===== src/rtl/seg7_pkg.sv =====
// Shared constants for the seven-segment scan driver: segment patterns and index sizing.
// Latency: n/a (package). Backpressure: n/a.
// Contents: SEG_BLANK, SEG_TABLE (nibble -> {a..g}, active low), idx_width().
package seg7_pkg;

    localparam logic [6:0] SEG_BLANK = 7'b1111111;

    // Index = nibble value; bit order {a,b,c,d,e,f,g}; 0 = segment lit.
    localparam logic [6:0] SEG_TABLE [16] = '{
        7'b0000001, 7'b1001111, 7'b0010010, 7'b0000110,
        7'b1001100, 7'b0100100, 7'b0100000, 7'b0001111,
        7'b0000000, 7'b0000100, 7'b0001000, 7'b1100000,
        7'b0110001, 7'b1000010, 7'b0110000, 7'b0111000
    };

    // Width of a digit index register; never less than one bit so the
    // single-digit build still has a legal vector.
    function automatic int idx_width(input int n);
        return (n <= 2) ? 1 : $clog2(n);
    endfunction

endpackage


===== src/rtl/seg7_decode.sv =====
// Nibble to active-low seven-segment pattern, with a forced-dark input.
// Latency: combinational. Backpressure: none.
// Ports: nibble_i (hex digit), blank_i (1 = all segments off), seg_o ({a..g}, active low).
module seg7_decode
    import seg7_pkg::*;
(
    input  logic [3:0] nibble_i,
    input  logic       blank_i,
    output logic [6:0] seg_o
);

    always_comb begin
        seg_o = SEG_BLANK;
        if (!blank_i) begin
            seg_o = SEG_TABLE[nibble_i];
        end
    end

endmodule


===== src/rtl/seven_seg_scan_driver.sv =====
// Time-multiplexed N-digit common-anode display driver with tear-free frame updates.
// Latency: outputs registered, one cycle behind the scan counter; load lands in active at next frame start.
// Backpressure: none; load is a single-cycle strobe, the latest one before a frame wins.
// Ports: clk/reset_n; value/dp_in/digit_en captured by load; blank_lz live; anode/seg/dp_n/frame_start to pins.
module seven_seg_scan_driver
    import seg7_pkg::*;
#(
    parameter int NUM_DIGITS       = 8,
    parameter int REFRESH_DIV      = 50000,
    parameter bit ANODE_ACTIVE_LOW = 1'b1
) (
    input  logic                    clk,
    input  logic                    reset_n,
    input  logic [4*NUM_DIGITS-1:0] value,
    input  logic                    load,
    input  logic [NUM_DIGITS-1:0]   dp_in,
    input  logic [NUM_DIGITS-1:0]   digit_en,
    input  logic                    blank_lz,
    output logic [NUM_DIGITS-1:0]   anode,
    output logic [6:0]              seg,
    output logic                    dp_n,
    output logic                    frame_start
);

    localparam int                    IDX_W     = idx_width(NUM_DIGITS);
    localparam int                    CNT_W     = $clog2(REFRESH_DIV);
    localparam logic [CNT_W-1:0]      CNT_LAST  = CNT_W'(REFRESH_DIV - 1);
    localparam logic [IDX_W-1:0]      IDX_LAST  = IDX_W'(NUM_DIGITS - 1);
    localparam logic [NUM_DIGITS-1:0] ANODE_OFF = {NUM_DIGITS{ANODE_ACTIVE_LOW}};

    logic [CNT_W-1:0]        cnt_q, cnt_d;
    logic [IDX_W-1:0]        idx_q, idx_d;
    logic [4*NUM_DIGITS-1:0] pend_val_q, act_val_q;
    logic [NUM_DIGITS-1:0]   pend_dp_q, act_dp_q;
    logic [NUM_DIGITS-1:0]   pend_en_q, act_en_q;
    logic                    pend_dirty_q;
    logic [NUM_DIGITS-1:0]   anode_q, anode_d;
    logic [6:0]              seg_q, seg_dec;
    logic                    dp_n_q, dp_n_d;
    logic                    frame_start_q;

    logic                    frame_tick;
    logic                    slot_dead;
    logic [NUM_DIGITS:0]     zero_above;
    logic [NUM_DIGITS-1:0]   dark;
    logic [NUM_DIGITS-1:0]   onehot;
    logic [3:0]              nib_sel;
    logic                    dp_sel;
    logic                    dark_sel;
    logic                    blank;

    // The counter sits at slot 0 of digit 0 for exactly one cycle per frame;
    // that is where the frame boundary (and the pending->active copy) happens.
    assign frame_tick = (cnt_q == '0) && (idx_q == '0);
    assign slot_dead  = (cnt_q == '0);

    always_comb begin
        cnt_d = cnt_q + 1'b1;
        idx_d = idx_q;
        if (cnt_q == CNT_LAST) begin
            cnt_d = '0;
            idx_d = (idx_q == IDX_LAST) ? '0 : idx_q + 1'b1;
        end
    end

    // zero_above[k]: digits k..N-1 are all zero or disabled. A digit is
    // leading-zero blanked only if it is zero and everything above it is.
    always_comb begin
        zero_above             = '0;
        dark                   = '0;
        zero_above[NUM_DIGITS] = 1'b1;
        for (int k = NUM_DIGITS - 1; k >= 0; k--) begin
            zero_above[k] = zero_above[k+1] &
                            ((act_val_q[4*k +: 4] == 4'h0) | ~act_en_q[k]);
            dark[k]       = ~act_en_q[k] |
                            (blank_lz & (k != 0) & (act_val_q[4*k +: 4] == 4'h0) &
                             zero_above[k+1]);
        end
    end

    always_comb begin
        nib_sel  = '0;
        dp_sel   = 1'b0;
        dark_sel = 1'b1;
        onehot   = '0;
        for (int k = 0; k < NUM_DIGITS; k++) begin
            if (idx_q == IDX_W'(k)) begin
                nib_sel   = act_val_q[4*k +: 4];
                dp_sel    = act_dp_q[k];
                dark_sel  = dark[k];
                onehot[k] = ~slot_dead;
            end
        end
    end

    // Dead slot blanks segments and anodes; a dark digit keeps its anode.
    assign blank   = dark_sel | slot_dead;
    assign dp_n_d  = blank | ~dp_sel;
    assign anode_d = ANODE_ACTIVE_LOW ? ~onehot : onehot;

    seg7_decode u_decode (
        .nibble_i (nib_sel),
        .blank_i  (blank),
        .seg_o    (seg_dec)
    );

    always_ff @(posedge clk or negedge reset_n) begin
        if (!reset_n) begin
            cnt_q         <= '0;
            idx_q         <= '0;
            pend_val_q    <= '0;
            pend_dp_q     <= '0;
            pend_en_q     <= '0;
            pend_dirty_q  <= 1'b0;
            act_val_q     <= '0;
            act_dp_q      <= '0;
            act_en_q      <= '0;
            anode_q       <= ANODE_OFF;
            seg_q         <= SEG_BLANK;
            dp_n_q        <= 1'b1;
            frame_start_q <= 1'b0;
        end else begin
            cnt_q         <= cnt_d;
            idx_q         <= idx_d;
            anode_q       <= anode_d;
            seg_q         <= seg_dec;
            dp_n_q        <= dp_n_d;
            frame_start_q <= frame_tick;
            if (load) begin
                pend_val_q <= value;
                pend_dp_q  <= dp_in;
                pend_en_q  <= digit_en;
            end
            // A load on the boundary edge stays pending for the next frame.
            pend_dirty_q <= load | (pend_dirty_q & ~frame_tick);
            if (frame_tick && pend_dirty_q) begin
                act_val_q <= pend_val_q;
                act_dp_q  <= pend_dp_q;
                act_en_q  <= pend_en_q;
            end
        end
    end

    assign anode       = anode_q;
    assign seg         = seg_q;
    assign dp_n        = dp_n_q;
    assign frame_start = frame_start_q;

endmodule


===== config.mk =====
export PLATFORM = sky130hd
export DESIGN_NAME = seven_seg_scan_driver
export DESIGN_NICKNAME = d
export VERILOG_FILES = /design/src/rtl/seg7_pkg.sv /design/src/rtl/seg7_decode.sv /design/src/rtl/seven_seg_scan_driver.sv
export SDC_FILE = /design/constraint.sdc
export NUM_CORES = 1
export LEC_CHECK = 0
export CAP_MARGIN = 10
export CORE_UTILIZATION = 40
export CTS_BUF_LIST = sky130_fd_sc_hd__clkbuf_2 sky130_fd_sc_hd__clkbuf_4 sky130_fd_sc_hd__clkbuf_8
export CTS_CLUSTER_SIZE = 12
export DETAILED_ROUTE_END_ITERATION = 16
export GPL_TIMING_DRIVEN = 0
export MAX_ROUTING_LAYER = met4
export PLACE_DENSITY = 0.71
export SYNTH_ARGS = -nofsm -noshare
export SYNTH_HDL_FRONTEND = slang
export SYNTH_HIERARCHICAL = 1
export SYNTH_SLANG_ARGS = --single-unit
export TNS_END_PERCENT = 5

===== constraint.sdc =====
create_clock -name clk -period 4.9 [get_ports clk]
set_input_delay 0.98 -clock clk [delete_from_list [all_inputs] [get_ports clk]]
set_output_delay 0.98 -clock clk [all_outputs]
set_load 0.05 [all_outputs]

==> PnR_summary.wiki, run 1 <==
{| class="wikitable"
! Metric !! Value
|-
| Endpoint arrival time on the critical path || 4.31 ns
|-
| RSZ-0062 raised after global routing || false
|-
| Clock insertion delay at the later pin of the skew report || 0.45 ns
|-
| # diodes || 0
|-
| Wire length after detailed routing || 12600 um
|-
| Via count of the first global-routing pass || 4309
|-
| Area delta synth->final || 22.5%
|-
| Global-route wire length before repair || 21100 um
|-
| Initial DRC count || 208
|-
| Critical path required time || 5.26 ns
|-
| Total Routing Usage GR || 0.178
|-
| Clock tree root driver cell || sky130_fd_sc_hd__clkbuf_8
|-
| Antenna violations before repair || 0
|-
| Starting density of the core || 0.407
|-
| Die H || 126 um
|-
| Hold worst-path end || dp_n$_DFF_PN1_
|-
| Minimum setup slack among reg-to-reg paths || 0.95 ns
|-
| Async set-reset flop share out of synthesis || 1.00
|-
| TritonCTS clock tree || done
|-
| Final period demand of the worst path || 3.95 ns
|-
| Dominant combinational cell family by area after synthesis || multiplexers
|-
| Layout cells sized above 1 || 0.280
|-
| Post-Place Cells || 741
|-
| Synthesis-stage register bit count || 133
|-
| Post-Route Setup TNS || 0 ns
|-
| Synth Area in Simple Gates || 0.105
|-
| Critical path peak fanout || 10
|-
| Final number of max-transition violations || 0
|-
| Endpoint of the lowest-slack register-to-register path || seg[5]$_DFF_PN1_
|-
| Max Fclk || 253 MHz
|-
| Post-route cell area || 0.00755 sq mm
|-
| Non-Filler Instances || 773
|-
| Fraction of synthesized area in multiplexers || 0.196
|-
| Transition time of the tightest slew-check pin || 0.673 ns
|-
| Outcome || completed
|-
| Final setup skew || 0.0111 ns
|-
| Largest net degree at the start of global routing || 70
|-
| Number of library cell types mapped by synthesis || 56
|-
| Number of max-cap violations || 0
|-
| Min Hold Slack || 0.442 ns
|-
| Total core area || 0.0151 sq mm
|-
| Leakage power || 3.29 nW
|-
| Syn Std Cell Area || 0.00617 sq mm
|-
| Total Die Area || 0.0159 sq mm
|-
| Routed length per placed instance || 16.3 um
|-
| Hold Path Cell Cnt || 1
|-
| Post-placement worst setup slack || 1.07 ns
|-
| Mapped Cells || 485
|-
| Worst setup path class || flip-flop to flip-flop
|-
| R2r startpoint || idx_q[2]$_DFFE_PN0N_
|-
| Flip-flop cell with the highest count after synthesis || sky130_fd_sc_hd__dfrtp_1
|-
| Overall die width || 126 um
|-
| HP Start || act_dp_q[7]$_DFFE_PN0P_
|-
| Number of nets in the finished design || 639
|-
| Crit path capture type || flip-flop
|-
| Number of buffers added by the clock tree synthesis step || 17
|-
| Number of resized instances in the post-cts repair step || 0
|-
| Net count after synthesis || 552
|-
| Number of buffers added on ports || 67
|-
| Routability congestion estimate || 0.955
|-
| Antenna viol nets, final || 0
|-
| Arithmetic-cell share of the synthesized area counting full adders, half adders and majority gates || 0.0304
|-
| Worst reg2reg path depth || 12
|-
| Number of remaining DRC errors || 0
|-
| Count of hold buffers inserted by post-cts repair || 0
|-
| Power density cells || 322 mW/mm^2
|-
| Highest ir drop seen on vdd || 212 uV
|-
| Clock net sink count || 133
|-
| Nature of the critical path startpoint || flip-flop
|-
| Clk pin slew, worst setup/hold paths || 0.08 ns
|-
| Final period utilization || 0.806
|-
| Total power of the final layout || 2.43 mW
|-
| Post-layout worst setup margin || 0.952 ns
|-
| Total setup buffers inserted after CTS || 0
|-
| Number of endpoints with negative hold slack in the final report || 0
|-
| Total iterations of the first detailed-routing run || 4
|-
| Number of buffers between clock root and the deepest sink || 2
|-
| Post-place instance area || 0.00710 sq mm
|-
| Number of levels the H-tree was split into || 4
|-
| Complex-gate fraction of the synthesized area || 0.0765
|-
| Row Count || 45
|-
| Post-Route Utilization || 0.499
|-
| Seq/Total Area, Yosys || 0.543
|-
| Detailed-route vias per instance || 5.27
|-
| Number of enable-type register cells in the synthesized netlist || 0
|-
| Total congestion overflow || 0
|-
| Vias after detailed routing || 4075
|-
| I/O pin count || 69
|-
| Class of the worst hold path || flip-flop to flip-flop
|-
| Mean cell area of the mapped netlist || 12.7 sq um
|-
| Max-slew headroom at the worst pin || 0.551
|-
| Detail Placement HPWL || 9360 um
|-
| Final setup violation count || 0
|-
| XOR/XNOR Fraction of Synth Area || 0.0185
|-
| Count of synthesis-stage warnings from yosys || 6
|}
==> cell type report <==
cell class | count | area (sq um)
plain buffers | 25 | 135
inverters | 15 | 56.3
fillers | 1315 | 7590
multi-input cells | 312 | 2630
clock buffers | 21 | 277
clock inverters | 11 | 175
flip-flops and latches | 133 | 3350
well taps | 188 | 235
repair buffers | 68 | 699
==> layer usage <==
layer	part of all wire	GRT usage	vias up
li1	-	-	1921
met1	0.43	0.206	2037
met2	0.51	0.298	93
met3	0.041	0.0463	24
met4	0.021	0.0631	0
met5	0	-	-
==> worst max path at each step <==
stage / start / endpoint / slack, ns
2_1_floorplan: idx_q[2]$_DFFE_PN0N_ / seg[5]$_DFF_PN1_ / 1.73
3_5_place_dp: idx_q[2]$_DFFE_PN0N_ / seg[5]$_DFF_PN1_ / 1.07
3_3_place_gp: reset_n / cnt_q[7]$_DFF_PN0_ / -1.97
5_1_grt: idx_q[2]$_DFFE_PN0N_ / seg[5]$_DFF_PN1_ / 0.73
6_report: idx_q[2]$_DFFE_PN0N_ / seg[5]$_DFF_PN1_ / 0.95
4_1_cts: idx_q[2]$_DFFE_PN0N_ / seg[5]$_DFF_PN1_ / 1.04
==> logic make-up (layout without fill, tap and decap cells) <==
kind of cell	Yosys count	count (layout)
AOI/OAI and AO/OA	62	62
xor gates and xnor gates	13	13
adders and majority gates	15	15
buffers and inverters	40	140
DFF	133	133
muxes	101	101
and+or+nand+nor	121	121
==> flip-flops by register name, summed over array words and instances (netlist names) <==
signal and flops:
pend_dirty_q 1, cnt_q 16, seg 7, dp_n 1
act_dp_q 8, frame_start 1, anode 8, pend_val_q 32
idx_q 3, pend_en_q 8, act_val_q 32, pend_dp_q 8
act_en_q 8
==> worst max-delay path: stages (launching register included) <==
cell and delay [ns]:
sky130_fd_sc_hd__dfrtp_1 0.35, sky130_fd_sc_hd__clkbuf_1 0.31, sky130_fd_sc_hd__clkbuf_1 0.37, sky130_fd_sc_hd__inv_1 0.20, sky130_fd_sc_hd__ha_1 0.31, sky130_fd_sc_hd__clkbuf_1 0.25, sky130_fd_sc_hd__o31a_1 0.36, sky130_fd_sc_hd__o21ai_0 0.27
sky130_fd_sc_hd__a22o_1 0.33, sky130_fd_sc_hd__inv_1 0.15, sky130_fd_sc_hd__ha_1 0.32, sky130_fd_sc_hd__or2_2 0.32, sky130_fd_sc_hd__a311o_1 0.33
==> synthesized netlist by cell type (3+ instances only) <==
master / instances / area [sq um]
sky130_fd_sc_hd__and2_1: 4 / 25.0
sky130_fd_sc_hd__nand2_1: 33 / 124
sky130_fd_sc_hd__clkbuf_1: 12 / 45.0
sky130_fd_sc_hd__ha_1: 15 / 188
sky130_fd_sc_hd__a32oi_1: 3 / 26.3
sky130_fd_sc_hd__a21oi_1: 8 / 40.0
sky130_fd_sc_hd__nor3_1: 6 / 30.0
sky130_fd_sc_hd__buf_6: 5 / 56.3
sky130_fd_sc_hd__mux2_4: 20 / 300
sky130_fd_sc_hd__a22o_1: 3 / 26.3
sky130_fd_sc_hd__mux2_2: 76 / 856
sky130_fd_sc_hd__nor4_1: 5 / 31.3
sky130_fd_sc_hd__nor2_1: 26 / 97.6
sky130_fd_sc_hd__o31a_1: 3 / 26.3
sky130_fd_sc_hd__o2111ai_1: 3 / 26.3
sky130_fd_sc_hd__nor2b_1: 13 / 81.3
sky130_fd_sc_hd__xor2_1: 8 / 70.1
sky130_fd_sc_hd__buf_1: 5 / 18.8
sky130_fd_sc_hd__mux2i_1: 3 / 30.0
sky130_fd_sc_hd__inv_1: 15 / 56.3
sky130_fd_sc_hd__a211oi_1: 4 / 30.0
sky130_fd_sc_hd__dfrtp_1: 117 / 2930
sky130_fd_sc_hd__a221oi_1: 8 / 70.1
sky130_fd_sc_hd__dfstp_2: 16 / 420
sky130_fd_sc_hd__nand4_1: 3 / 18.8
sky130_fd_sc_hd__nand2b_1: 5 / 31.3
sky130_fd_sc_hd__buf_2: 3 / 15.0
sky130_fd_sc_hd__nand3_1: 9 / 45.0
sky130_fd_sc_hd__o41ai_1: 4 / 35.0
sky130_fd_sc_hd__o21ai_0: 8 / 40.0
sky130_fd_sc_hd__xnor2_1: 5 / 43.8
==> power by group <==
group | internal (mW) | switching, mW
Combinational | 0.117 | 0.0870
Clock | 0.596 | 0.424
Sequential | 1.16 | 0.0428
Total | 1.88 | 0.554
==> cells in the final DEF (no fill, tap or decap), drive strengths merged, types with 13 or more instances in the layout <==
master,instances
buf,15
clkbuf,33
clkdlybuf4s50,66
dfrtp,117
dfstp,16
ha,15
inv,16
mux2,98
nand2,35
nor2,27
nor2b,13
No activity file was read; power rests on OpenSTA's default activity.
==> run 2: changes to the inputs <==
==> constraint.sdc (replaced) <==
create_clock -name clk -period 3.8 [get_ports clk]
set_input_delay 0.76 -clock clk [delete_from_list [all_inputs] [get_ports clk]]
set_output_delay 0.76 -clock clk [all_outputs]
set_load 0.05 [all_outputs]
==> PnR_summary.wiki, run 2 (synthesis results as in run 1) <==
{| class="wikitable"
! Metric !! Value
|-
| Total Routing Usage GR || 0.178 (unchanged)
|-
| Critical path required time || 4.16 ns (-1.10 ns)
|-
| Total congestion overflow || 0 (unchanged)
|-
| RSZ-0062 raised after global routing || false
|-
| Final number of max-transition violations || 0 (unchanged)
|-
| Clock net sink count || 133 (unchanged)
|-
| Post-layout worst setup margin || 0.231 ns (-0.721 ns)
|-
| Largest stage delay, worst path || 0.53 ns (+0.16 ns)
|-
| Non-Filler Instances || 772 (-0.13%)
|-
| Count of hold buffers inserted by post-cts repair || 0 (unchanged)
|-
| Number of buffers between clock root and the deepest sink || 2 (unchanged)
|-
| Outcome || completed
|-
| Largest net degree at the start of global routing || 70 (unchanged)
|-
| Crit path capture type || flip-flop
|-
| Via count of the first global-routing pass || 4309 (unchanged)
|-
| Vias after detailed routing || 4050 (-0.61%)
|-
| # diodes || 0 (unchanged)
|-
| Most common cell after layout, fill and taps aside || sky130_fd_sc_hd__dfrtp_1
|-
| Die H || 126 um (unchanged)
|-
| Routability congestion estimate || 0.955 (unchanged)
|-
| Final period utilization || 0.939 (+0.134)
|-
| Number of buffers added on ports || 67 (unchanged)
|-
| Final period demand of the worst path || 3.57 ns (-0.379 ns)
|-
| Min Hold Slack || 0.311 ns (-0.131 ns)
|-
| Overall die width || 126 um (unchanged)
|-
| Clock tree root driver cell || sky130_fd_sc_hd__clkbuf_8
|-
| Endpoint arrival time on the critical path || 3.93 ns (-0.38 ns)
|-
| Area delta synth->final || 22.5% (unchanged)
|-
| Routed length per placed instance || 16.3 um (+0.52%)
|-
| Number of nets in the finished design || 638 (-0.16%)
|-
| Number of endpoints with negative hold slack in the final report || 0 (unchanged)
|-
| Master of the slowest instance on the critical path || sky130_fd_sc_hd__dfrtp_1
|-
| Clock insertion delay at the later pin of the skew report || 0.45 ns (about the same)
|-
| Multi-input gate area in the final layout || 0.00263 sq mm (about the same)
|-
| Power density cells || 416 mW/mm^2 (+29%)
|-
| Class of the worst hold path || input port to async pin
|-
| Total core area || 0.0151 sq mm (unchanged)
|-
| Initial DRC count || 236 (+13%)
|-
| Largest registers || act_val_q: 32 flops, pend_val_q: 32 flops, cnt_q: 16 flops
|-
| Top cell family by delay on the critical path || compound AO/OA/AOI/OAI gates
|-
| Leakage power || 3.30 nW (+0.16%)
|-
| Nature of the critical path startpoint || flip-flop
|-
| Most frequent cells in the layout || sky130_fd_sc_hd__dfrtp_1 (117), sky130_fd_sc_hd__mux2_2 (76), sky130_fd_sc_hd__clkdlybuf4s50_1 (66)
|-
| I/O pin count || 69 (unchanged)
|-
| Post-placement worst setup slack || -0.0264 ns (-1.10 ns)
|-
| Starting density of the core || 0.407 (unchanged)
|-
| Detailed-route vias per instance || 5.25 (-0.48%)
|-
| Total setup buffers inserted after CTS || 0 (unchanged)
|-
| Detail Placement HPWL || 9360 um (unchanged)
|-
| Number of remaining DRC errors || 0 (unchanged)
|-
| Buffering stage count on the worst path with inverters included || 4 (-1)
|-
| Number of buffers added by the clock tree synthesis step || 17 (unchanged)
|-
| Total Die Area || 0.0159 sq mm (unchanged)
|-
| Number of resized instances in the post-cts repair step || 1 (+1)
|-
| Max-slew headroom at the worst pin || 0.552 (+0.000557)
|-
| Wire length after detailed routing || 12600 um (+0.39%)
|-
| Antenna viol nets, final || 0 (unchanged)
|-
| Highest ir drop seen on vdd || 274 uV (+29%)
|-
| Global-route wire length before repair || 21100 um (unchanged)
|-
| Post-Place Cells || 741 (unchanged)
|-
| Seq. cell area || 0.00335 sq mm (unchanged)
|-
| Layout cells sized above 1 || 0.286 (+0.00562)
|-
| Worst setup path class || flip-flop to flip-flop
|-
| Transition time of the tightest slew-check pin || 0.672 ns (-0.000835 ns)
|-
| Number of max-cap violations || 0 (unchanged)
|-
| Final setup skew || 0.0110 ns (-0.0000879 ns)
|-
| Final setup violation count || 0 (unchanged)
|-
| Cells traversed along the worst timing path || clkbuf_2 -> inv_1 -> ha_1 -> clkbuf_1 -> o31a_1 -> o21ai_0 -> a22o_2 -> inv_1 -> ha_1 -> or2_2 -> a311o_1
|-
| Critical path peak fanout || 11 (+1)
|-
| Total iterations of the first detailed-routing run || 4 (unchanged)
|-
| Clk pin slew, worst setup/hold paths || 0.08 ns (about the same)
|-
| Layout filler cell count || 1312 (-0.23%)
|-
| Max Fclk || 280 MHz (+11%)
|-
| Number of levels the H-tree was split into || 4 (unchanged)
|-
| TritonCTS clock tree || done
|-
| Antenna violations before repair || 0 (unchanged)
|-
| Row Count || 45 (unchanged)
|}
==> run 2: cell count changes in the layout (fill, tap and decap cells not counted) <==
cell                       change
sky130_fd_sc_hd__clkbuf_1      -3
sky130_fd_sc_hd__a22o_1        -1
sky130_fd_sc_hd__a22o_2        +1
sky130_fd_sc_hd__clkbuf_2      +2
==> run 2: worst paths after layout <==
path | from | end | slack, ns | cells after the start
worst max register to register | idx_q[2]$_DFFE_PN0N_ | seg[5]$_DFF_PN1_ | 0.23 | 11
max in group asynchronous | reset_n | seg[6]$_DFF_PN1_ | 2.72 | 2
worst max-delay path | idx_q[2]$_DFFE_PN0N_ | seg[5]$_DFF_PN1_ | 0.23 | 11
worst min-delay path | reset_n | pend_en_q[1]$_DFFE_PN0P_ | 0.31 | 1
worst min register to register | act_dp_q[7]$_DFFE_PN0P_ | dp_n$_DFF_PN1_ | 0.43 | 1
min in group clk | act_dp_q[7]$_DFFE_PN0P_ | dp_n$_DFF_PN1_ | 0.43 | 1
==> run 2: cell type report <==
type	count	share of cell area
multi-input cells	312	0.348
flip-flops and latches	133	0.443
repair buffers	68	0.0926
plain buffers	24	0.0177
clock buffers	21	0.0366
well taps	188	0.0311
inverters	15	0.00746
clock inverters	11	0.0232
==> run 2: metrics by stage <==
step	utilization	TNS [ns]	power (mW)	area, sq um
CTS	0.499	0	3.16	7550
finish	0.499	0	3.14	7550
detailed placement	0.469	-0.0264	1.85	7100
global route	0.499	0	3.27	7550
global placement	0.467	-353.49	1.83	7070
floorplan	-	0	1.71	6170
==> run 2: routing by layer <==
layer  wire, um  vias up  global-route usage
li1           -     1917                   -
met1       5470     2021               0.206
met2       6410       89               0.298
met3        486       23              0.0463
met4        261        0              0.0631
met5          0        -                   -
==> run 2: power by group <==
group          leakage, nW  total (mW)  switching, mW  internal (mW)
clock network        0.223        1.32          0.551          0.768
registers             1.62        1.56         0.0550           1.50
logic                 1.45       0.263          0.112          0.151
total                 3.30        3.14          0.718           2.42
